### src/rtl/instr_encoder_loader.sv
// Encodes decoded instruction fields into 32-bit ARM words and writes them sequentially into IMEM.
// Build option: define ENC_ILLEGAL_TRAP_EN to halt on an illegal alu_op instead of writing a NOP.
module instr_encoder_loader #(
   parameter int          DEPTH     = 64,
   parameter logic [31:0] BASE_ADDR = 32'h0000_0000
) (
   input  logic        clk,
   input  logic        rst_n,
   input  logic        clear,
   input  logic        in_valid,
   output logic        in_ready,
   input  logic [1:0]  kind,
   input  logic [3:0]  cond,
   input  logic [3:0]  alu_op,
   input  logic        s_bit,
   input  logic        imm,
   input  logic        load,
   input  logic        byte_sz,
   input  logic        link,
   input  logic [3:0]  rn,
   input  logic [3:0]  rd,
   input  logic [11:0] operand2,
   input  logic [23:0] offset24,
   output logic        mem_we,
   output logic [31:0] mem_addr,
   output logic [31:0] mem_wdata,
   input  logic        mem_ready,
   output logic [6:0]  count,
   output logic        full,
   output logic        err
);

   typedef enum logic [1:0] {S_IDLE, S_ACCEPT, S_WRITE, S_FULL} state_t;

   state_t      state, state_nxt;
   logic [3:0]  opc;
   logic        opc_bad;
   logic        illegal;
   logic        accept;
   logic        last;
   logic [31:0] enc_word;

   // Phase-1 ALU code to ARM data-processing opcode.
   always_comb begin
      opc     = 4'b0000;
      opc_bad = 1'b0;
      unique case (alu_op)
         4'b0000: opc = 4'b0100;
         4'b0001: opc = 4'b0101;
         4'b0010: opc = 4'b0010;
         4'b0011: opc = 4'b0110;
         4'b0100: opc = 4'b0011;
         4'b0101: opc = 4'b0111;
         4'b0110: opc = 4'b0000;
         4'b0111: opc = 4'b1100;
         4'b1000: opc = 4'b0001;
         4'b1001: opc = 4'b1101;
         4'b1010: opc = 4'b1101;
         4'b1011: opc = 4'b1111;
         4'b1100: opc = 4'b1110;
         default: opc_bad = 1'b1;
      endcase
   end

   always_comb begin
      enc_word = 32'h0000_0000;
      unique case (kind)
         2'b00: enc_word = {cond, 2'b00, imm, opc, s_bit, rn, rd, operand2};
         2'b01: enc_word = {cond, 2'b01, imm, 1'b1, 1'b1, byte_sz, 1'b0, load, rn, rd, operand2};
         2'b10: enc_word = {cond, 3'b101, link, offset24};
         default: enc_word = 32'h0000_0000;
      endcase
   end

   // alu_op only has meaning for data-processing bundles.
   assign illegal  = (kind == 2'b00) && opc_bad;
   assign in_ready = (state == S_ACCEPT);
   assign accept   = in_valid && in_ready;
   assign last     = (count == 7'(DEPTH - 1));
   assign full     = (state == S_FULL);
   // NOTE: mem_we decodes straight from the state register so the async reset drops it in the same cycle.
   assign mem_we   = (state == S_WRITE);

   always_ff @(posedge clk or negedge rst_n) begin
      if (!rst_n) state <= S_IDLE;
      else        state <= state_nxt;
   end

   // NOTE: every variable assigned here gets a default first so no latch is inferred.
   always_comb begin
      state_nxt = state;
      if (clear) begin
         state_nxt = S_IDLE;
      end else begin
         unique case (state)
            S_IDLE:   state_nxt = S_ACCEPT;
            S_ACCEPT: if (accept) begin
`ifdef ENC_ILLEGAL_TRAP_EN
               state_nxt = illegal ? S_FULL : S_WRITE;
`else
               state_nxt = S_WRITE;
`endif
            end
            S_WRITE:  if (mem_ready) state_nxt = last ? S_FULL : S_ACCEPT;
            S_FULL:   state_nxt = S_FULL;
            default:  state_nxt = S_IDLE;
         endcase
      end
   end

   // NOTE: sequential state uses non-blocking assignments so all registers update from pre-edge values.
   always_ff @(posedge clk or negedge rst_n) begin
      if (!rst_n) begin
         mem_addr  <= BASE_ADDR;
         mem_wdata <= 32'h0000_0000;
         count     <= 7'd0;
         err       <= 1'b0;
      end else if (clear) begin
         mem_addr  <= BASE_ADDR;
         mem_wdata <= 32'h0000_0000;
         count     <= 7'd0;
         err       <= 1'b0;
      end else begin
         if (accept) begin
            if (illegal) err <= 1'b1;
`ifdef ENC_ILLEGAL_TRAP_EN
            if (!illegal) mem_wdata <= enc_word;
`else
            mem_wdata <= illegal ? 32'h0000_0000 : enc_word;
`endif
         end
         if (state == S_WRITE && mem_ready) begin
            mem_addr <= mem_addr + 32'd4;
            count    <= count + 7'd1;
         end
      end
   end

endmodule

### config.mk
export PLATFORM = sky130hd
export DESIGN_NAME = instr_encoder_loader
export DESIGN_NICKNAME = d
export VERILOG_FILES = /design/src/rtl/instr_encoder_loader.sv
export SDC_FILE = /design/constraint.sdc
export NUM_CORES = 1
export LEC_CHECK = 0
export CAP_MARGIN = 40
export CORE_MARGIN = 4
export CORE_UTILIZATION = 44
export DETAILED_ROUTE_END_ITERATION = 16
export PLACE_DENSITY_LB_ADDON = 0.08
export SLEW_MARGIN = 20
export SYNTH_ARGS = -nofsm -noshare
export SYNTH_HDL_FRONTEND = slang
export SYNTH_SLANG_ARGS = --single-unit
export TNS_END_PERCENT = 30
### constraint.sdc
create_clock -name clk -period 2.1 [get_ports clk]
set_input_delay 0.63 -clock clk [delete_from_list [all_inputs] [get_ports clk]]
set_output_delay 0.63 -clock clk [all_outputs]
set_load 0.005 [all_outputs]
==> out/results.ini <==
[outcome]
status = complete, but fails checks
violations = negative setup slack

[sta]
rsz0062_at_grt = true
hold_viol = 0
setup_ws_ns = -0.00897
setup_violations = 1
slew_viol_final = 0
fin_crit_sh_pct = 100
setup_tns_ns = -0.00897
skew_ns = 0.0123
min_period_ns = 2.11
max_freq_mhz = 474

[critical_path]
r2r-start = mem_addr[10]$_DFFE_PN0N_
start_kind = primary input
critPathKind = in -> reg
path_max_fanout = 6
r2r_slack_ns = 0.03
worstPathRequired_ns = 2.36
r2r.worst_path.cells = 4
end_kind = flop
startpoint = mem_ready
critPathArrivalTime_ns = 2.37
r2r-end = mem_addr[25]$_DFFE_PN0N_

[logic_synthesis]
async_flop_share_pct = 100
syn_inst = 375
synth_edf_count = 0
synth_area_um2 = 3570
ys_seq_area_share_pct = 50.5
yosys_most_used_dff = dfrtp_1
ys_warn_count = 0
syn-mean-instance-area_um2 = 9.52
synthDistinctLibCells = 47
synth-seq-cells = 72

[detailed_routing]
dr.first_iter.drc_count = 97
drc = 0
wl_per_cell_um = 15.8
drtPass1Iterations = 4
route.detailed.vias_per_inst = 5.38
vias = 3485
ant_nets = 0
wirelength_um = 10200

[place]
place_inst = 626
placed_area_um2 = 5270
gp_congestion = 0.789
place_ws_ns = -0.726
dp.final_hpwl_um = 7500
io_buffers = 136

[grt]
grt_pass1_vias = 3589
grt_pass1_wl_um = 17200
grt.overflow.total = 0
track_usage_pct = 21.8
grt_max_degree = 34
antenna_found_initial = 0

[flow_run]
cap_violations = 0

[clocking]
clk_latency_ns = 0.34
cts.clk_slew.worst_paths_ns = 0.07
cts_buffers = 9
cts_root_buf = clkbuf_8
cts_buffer_depth = 2
htree_num_levels = 3
cts_sinks = 72
cts_tree = done

[floorplan]
die_area_um2 = 9620
num_io_pins = 139
die_w_um = 98.1
design.core.area_um2 = 7810
start_util_pct = 45.7
rows = 32
die_h_um = 98.1

[finish]
nets = 607
layout-drive-gt1-share_pct = 14.5
antennaDiodeCount = 0
fin_area_um2 = 5560
syn_to_final_growth_pct = 55.7
final_cells = 648
fillers = 637

[power_and_ir_drop]
powerDensity_nw_per_um2 = 532
p_leak_nw = 2.29
ir_drop_v = 0.000329

[worst_hold_path]
worstHoldPathType = in -> async

[final cells by class]
cell class / instances / area, um^2 / share of cell area (%)
inverter: 9 / 33.8 / 0.607
tap: 102 / 128 / 2.29
clock buffer: 13 / 159 / 2.86
multi-input combinational: 269 / 1680 / 30.3
sequential: 72 / 1800 / 32.4
clock inverter: 3 / 40.0 / 0.720
timing repair buffer: 180 / 1720 / 30.8
[kinds of logic after synthesis]
family                     Yosys count  synth area share [%]
and+or+nand+nor                    133                  19.6
DFF                                 72                  50.5
muxes                                2                 0.561
other                                1                 0.105
buffers and inverters               36                  4.20
xor gates and xnor gates            19                  4.66
AOI/OAI and AO/OA                  110                  19.7
adders and majority gates            2                 0.701
[placed cells by master, fill, tap and decap left out, drive strengths merged, types with 12 or more instances in the layout]
master           n
or4             15
xnor2           12
nand2           40
a22oi           20
a21oi           25
dfrtp           72
clkbuf          13
buf             45
clkdlybuf4s50  130
o31ai           13
nor2            25
o21ai           33
[report_power, final]
part	total, mW	leakage, nW	internal [mW]	switching (mW)
combinational	0.418	1.19	0.242	0.176
clock	1.11	0.103	0.611	0.495
sequential	1.43	0.995	1.42	0.0178
total	2.96	2.29	2.27	0.688
[worst max-delay path, cell delays in order]
cell and delay (ns):
dlygate4sd2_1 0.22, nand4b_1 0.14, buf_4 0.18, or4_4 0.52
or4_1 0.54, a21oi_1 0.13
[cell usage after synthesis, types with 3 or more instances]
| master | n | area [um^2] |
|---|---|---|
| nor2_1 | 25 | 93.8 |
| a22o_1 | 6 | 52.6 |
| nand3_1 | 8 | 40.0 |
| dfrtp_1 | 72 | 1800 |
| nor4_1 | 4 | 25.0 |
| a32o_1 | 3 | 30.0 |
| xor2_1 | 7 | 61.3 |
| o31ai_1 | 13 | 97.6 |
| and3_1 | 4 | 25.0 |
| nand4_1 | 8 | 50.1 |
| xnor2_1 | 12 | 105 |
| or4_1 | 13 | 97.6 |
| nand2_1 | 40 | 150 |
| inv_1 | 9 | 33.8 |
| o21ai_0 | 33 | 165 |
| a22oi_1 | 20 | 150 |
| buf_2 | 3 | 15.0 |
| a21oi_1 | 25 | 125 |
| buf_4 | 3 | 22.5 |
| or3_1 | 7 | 43.8 |
| nor3_1 | 6 | 30.0 |
| clkbuf_1 | 19 | 71.3 |
[timing repair]
item                                    CTS  global route
hold buffers                              0             0
endpoints found under the setup margin   19            11
resized for setup                        14             7
pin swaps                                10             5
buffers inserted                          4             2
cloned                                    1             0
[metrics by stage]
| stage | hold WS, ns | total power, mW | util, % |
|---|---|---|---|
| global route | 0.235 | 3.10 | 71.2 |
| CTS | 0.229 | 2.99 | 70.9 |
| floorplan | 0.334 | 1.59 | - |
| global placement | 0.458 | 1.87 | 67.5 |
| detailed placement | 0.470 | 1.88 | 67.5 |
| finish | 0.233 | 2.96 | 71.2 |
[sequential cells by signal, summed over array words and instances, names as in the netlist]
register	cells
err	1
state	2
mem_addr	30
count	7
mem_wdata	32
[worst max-delay path by stage]
stage	endpoint
CTS	mem_addr[26]$_DFFE_PN0N_
detailed placement	mem_addr[26]$_DFFE_PN0N_
global route	mem_addr[25]$_DFFE_PN0N_
global placement	mem_addr[30]$_DFFE_PN0N_
floorplan	mem_wdata[22]$_DFFE_PN0P_
finish	mem_addr[25]$_DFFE_PN0N_
[per-layer routing]
layer	global-route usage (%)	part of all wire (%)
met5	0	0
met4	6.82	0.92
met3	8.57	9.2
met2	36.6	50
met1	25.6	40
Note: power is estimated with default switching activity, not from simulation.
==> edit: new RTL, same settings <==
Build with the macro `ENC_ILLEGAL_TRAP_EN` defined.
--- a/src/rtl/instr_encoder_loader.sv
+++ b/src/rtl/instr_encoder_loader.sv
@@ -1,5 +1,7 @@
 // Encodes decoded instruction fields into 32-bit ARM words and writes them sequentially into IMEM.
 // Build option: define ENC_ILLEGAL_TRAP_EN to halt on an illegal alu_op instead of writing a NOP.
+`define ENC_ILLEGAL_TRAP_EN
+
 module instr_encoder_loader #(
    parameter int          DEPTH     = 64,
    parameter logic [31:0] BASE_ADDR = 32'h0000_0000
Check against the original RTL: not equivalent (a bounded check fails within 4 cycles, from zero or initial values and one cycle with rst_n low).
==> edit against the unedited design <==
Area after synthesis up 2.2%; cell count down 4.3%; sequential cell count did not move; total power decreased by 0.57%; setup slack improved by 0.072 ns; clock skew down 0.0014 ns; largest power group unchanged; die area rose by 2.0%; highest routed layer unchanged; critical path type unchanged; final area down 0.83%; routed wire length fell by 2.7%.
==> edit: results (changes against the unedited design) <==
----------------------------------------------------
[Logic synthesis]
  Top cells by count, synth ... 72 x dfrtp_1, 27 x a21oi_1, 20 x and2_1
  Proportion of synthesized chip area in sequential cells ... 0.494 (-0.0107)
  Synth top area cells ... dfrtp_1 49%, a221o_1 4.9%, a21oi_1 3.7%
  Unique masters post-synth ... 51 (+8.5%)
  Async set-reset flop share out of synthesis ... 1.00 (unchanged)

[Setup path]
  Slowest stage cell, crit path ... clkdlybuf4s50_1
  Arrival @ worst endpoint ... 2.32 ns (-0.05 ns)
  Reg2Reg Depth ... 5 (+1)
  CP max stage delay ... 0.42 ns (-0.12 ns)
  Reg-to-reg critical path endpoint ... mem_addr[16]
  Critical register-to-register path startpoint ... mem_addr[3]
  Largest fanout on the critical path ... 9 (+3)
  Setup slack of the worst register-to-register path ... 0.18 ns (+0.15 ns)

[Clocking]
  CTS buffer count ... 9 (unchanged)
  Clock latency on the worst-skew pair ... 0.34 ns (about the same)
  CTS Buffer Depth ... 2 (unchanged)

[Routing]
  1st-iter DRT viols ... 124 (+28%)
  Routed length per placed instance ... 16.1 um (+1.7%)
  Count of nets left with antenna violations after detail routing ... 0 (unchanged)
  Via count of the routed design ... 3408 (-2.2%)

[Global routing]
  Wire length of the first global-routing pass ... 16.3 mm (-5.0%)
  Maximum number of pins on one net before global-route repair ... 44 (+29%)
  Antenna violations before repair ... 0 (unchanged)
  Total GRT Usage ... 0.201 (-0.0164)

[Place]
  Detailed Place HPWL ... 7.26 mm (-3.2%)
  Number of buffers inserted by port buffering ... 136 (unchanged)
  RD Place Congestion ... 0.784 (-0.66%)
  Worst slack at placement ... -0.559 ns (+0.167 ns)

[STA]
  Worst-case clock skew ... 0.0109 ns (-0.00135 ns)
  Final number of setup-violating endpoints ... 0 (-1)
  Final worst slack ... 0.0630 ns (+0.0720 ns)

[Power and ir drop]
  Worst ir drop on vdd ... 385 uV (+17%)
  Static Leakage ... 2.32 nW (+1.4%)

[Cells and area]
  Nets@finish ... 580 (-4.4%)
  Share of final-layout standard cells stronger than drive strength 1 ... 0.124 (-0.0211)

[Status]
  Status ... finished, final reports clean

----------------------------------------------------
[edit: changes by cell type in the layout (fill, tap and decap cells not counted), moves of 5 or more]
cell / unedited run / this run
a22oi_1: 20 / 1
nor2b_1: 0 / 5
nor2_1: 25 / 18
and2_1: 2 / 20
a221o_1: 0 / 18
o31ai_1: 11 / 16
buf_4: 42 / 37
nand2_1: 40 / 15
o21ai_0: 33 / 13
a21oi_1: 21 / 27
or4_4: 5 / 0
or4_1: 10 / 16
[edit: kinds of logic (layout without fill, tap and decap cells)]
logic type               Yosys count  in the layout  share of synthesized area
AND/OR/NAND/NOR                  134            134                      0.221
AO/OA/AOI/OAI                     98             98                      0.197
flip-flops                        72             72                      0.494
buffers and inverters             31            193                     0.0370
XOR/XNOR                          12             12                     0.0288
multiplexers                       5              5                     0.0141
adder cells (fa/ha/maj)            2              2                    0.00686
other                              1              2                    0.00103
[edit: worst max-delay path by stage]
stage / start / endpoint / cells past startpoint
2_1_floorplan: alu_op[3] / mem_wdata[11] / 7
3_3_place_gp: mem_ready / mem_addr[26] / 5
3_5_place_dp: mem_ready / mem_addr[16] / 5
4_1_cts: alu_op[0] / mem_wdata[23] / 6
5_1_grt: alu_op[0] / mem_wdata[17] / 7
6_report: alu_op[0] / mem_wdata[23] / 7
[edit: final cells by class]
cell class	instances	area (um^2)
Clock buffer	10	138
Clock inverter	5	56.3
Fill cell	598	2370
Inverter	5	18.8
Multi-Input combinational cell	253	1730
Sequential cell	72	1800
Tap cell	102	128
Timing Repair Buffer	173	1650
[edit: report_power, final]
part	leakage, nW	switching, mW	internal, mW	total (mW)
logic	1.23	0.156	0.235	0.392
clock network	0.0985	0.537	0.575	1.11
registers	0.996	0.0212	1.42	1.44
total	2.32	0.714	2.23	2.94
[edit: through the flow]
stage | std cells | hold WS, ns | cell area, um^2
after CTS | 619 | 0.243 | 5500
after floorplan | 356 | 0.334 | 3650
after global routing | 620 | 0.263 | 5520
final | 620 | 0.231 | 5520
after global placement | 603 | 0.460 | 5300
after detailed placement | 604 | 0.465 | 5300
[edit: metal layers]
| layer | vias up | GRT usage | part of all wire |
|---|---|---|---|
| met3 | 10 | 0.0651 | 0.090 |
| li1 | 1659 | - | - |
| met4 | 0 | 0.0630 | 0.012 |
| met1 | 1623 | 0.252 | 0.42 |
| met5 | - | 0 | 0 |
| met2 | 116 | 0.330 | 0.48 |
[edit: what timing repair did]
item                       in CTS  in global routing
pin swaps                       2                  1
setup buffers                   0                  1
setup endpoints to repair      29                 11
gates resized for setup         5                  2
[edit: critical path, delay by kind of cell]
family	cells	cell delay (ns)
compound gates	3	0.67
simple gates	1	0.22
buf+inv	3	0.80
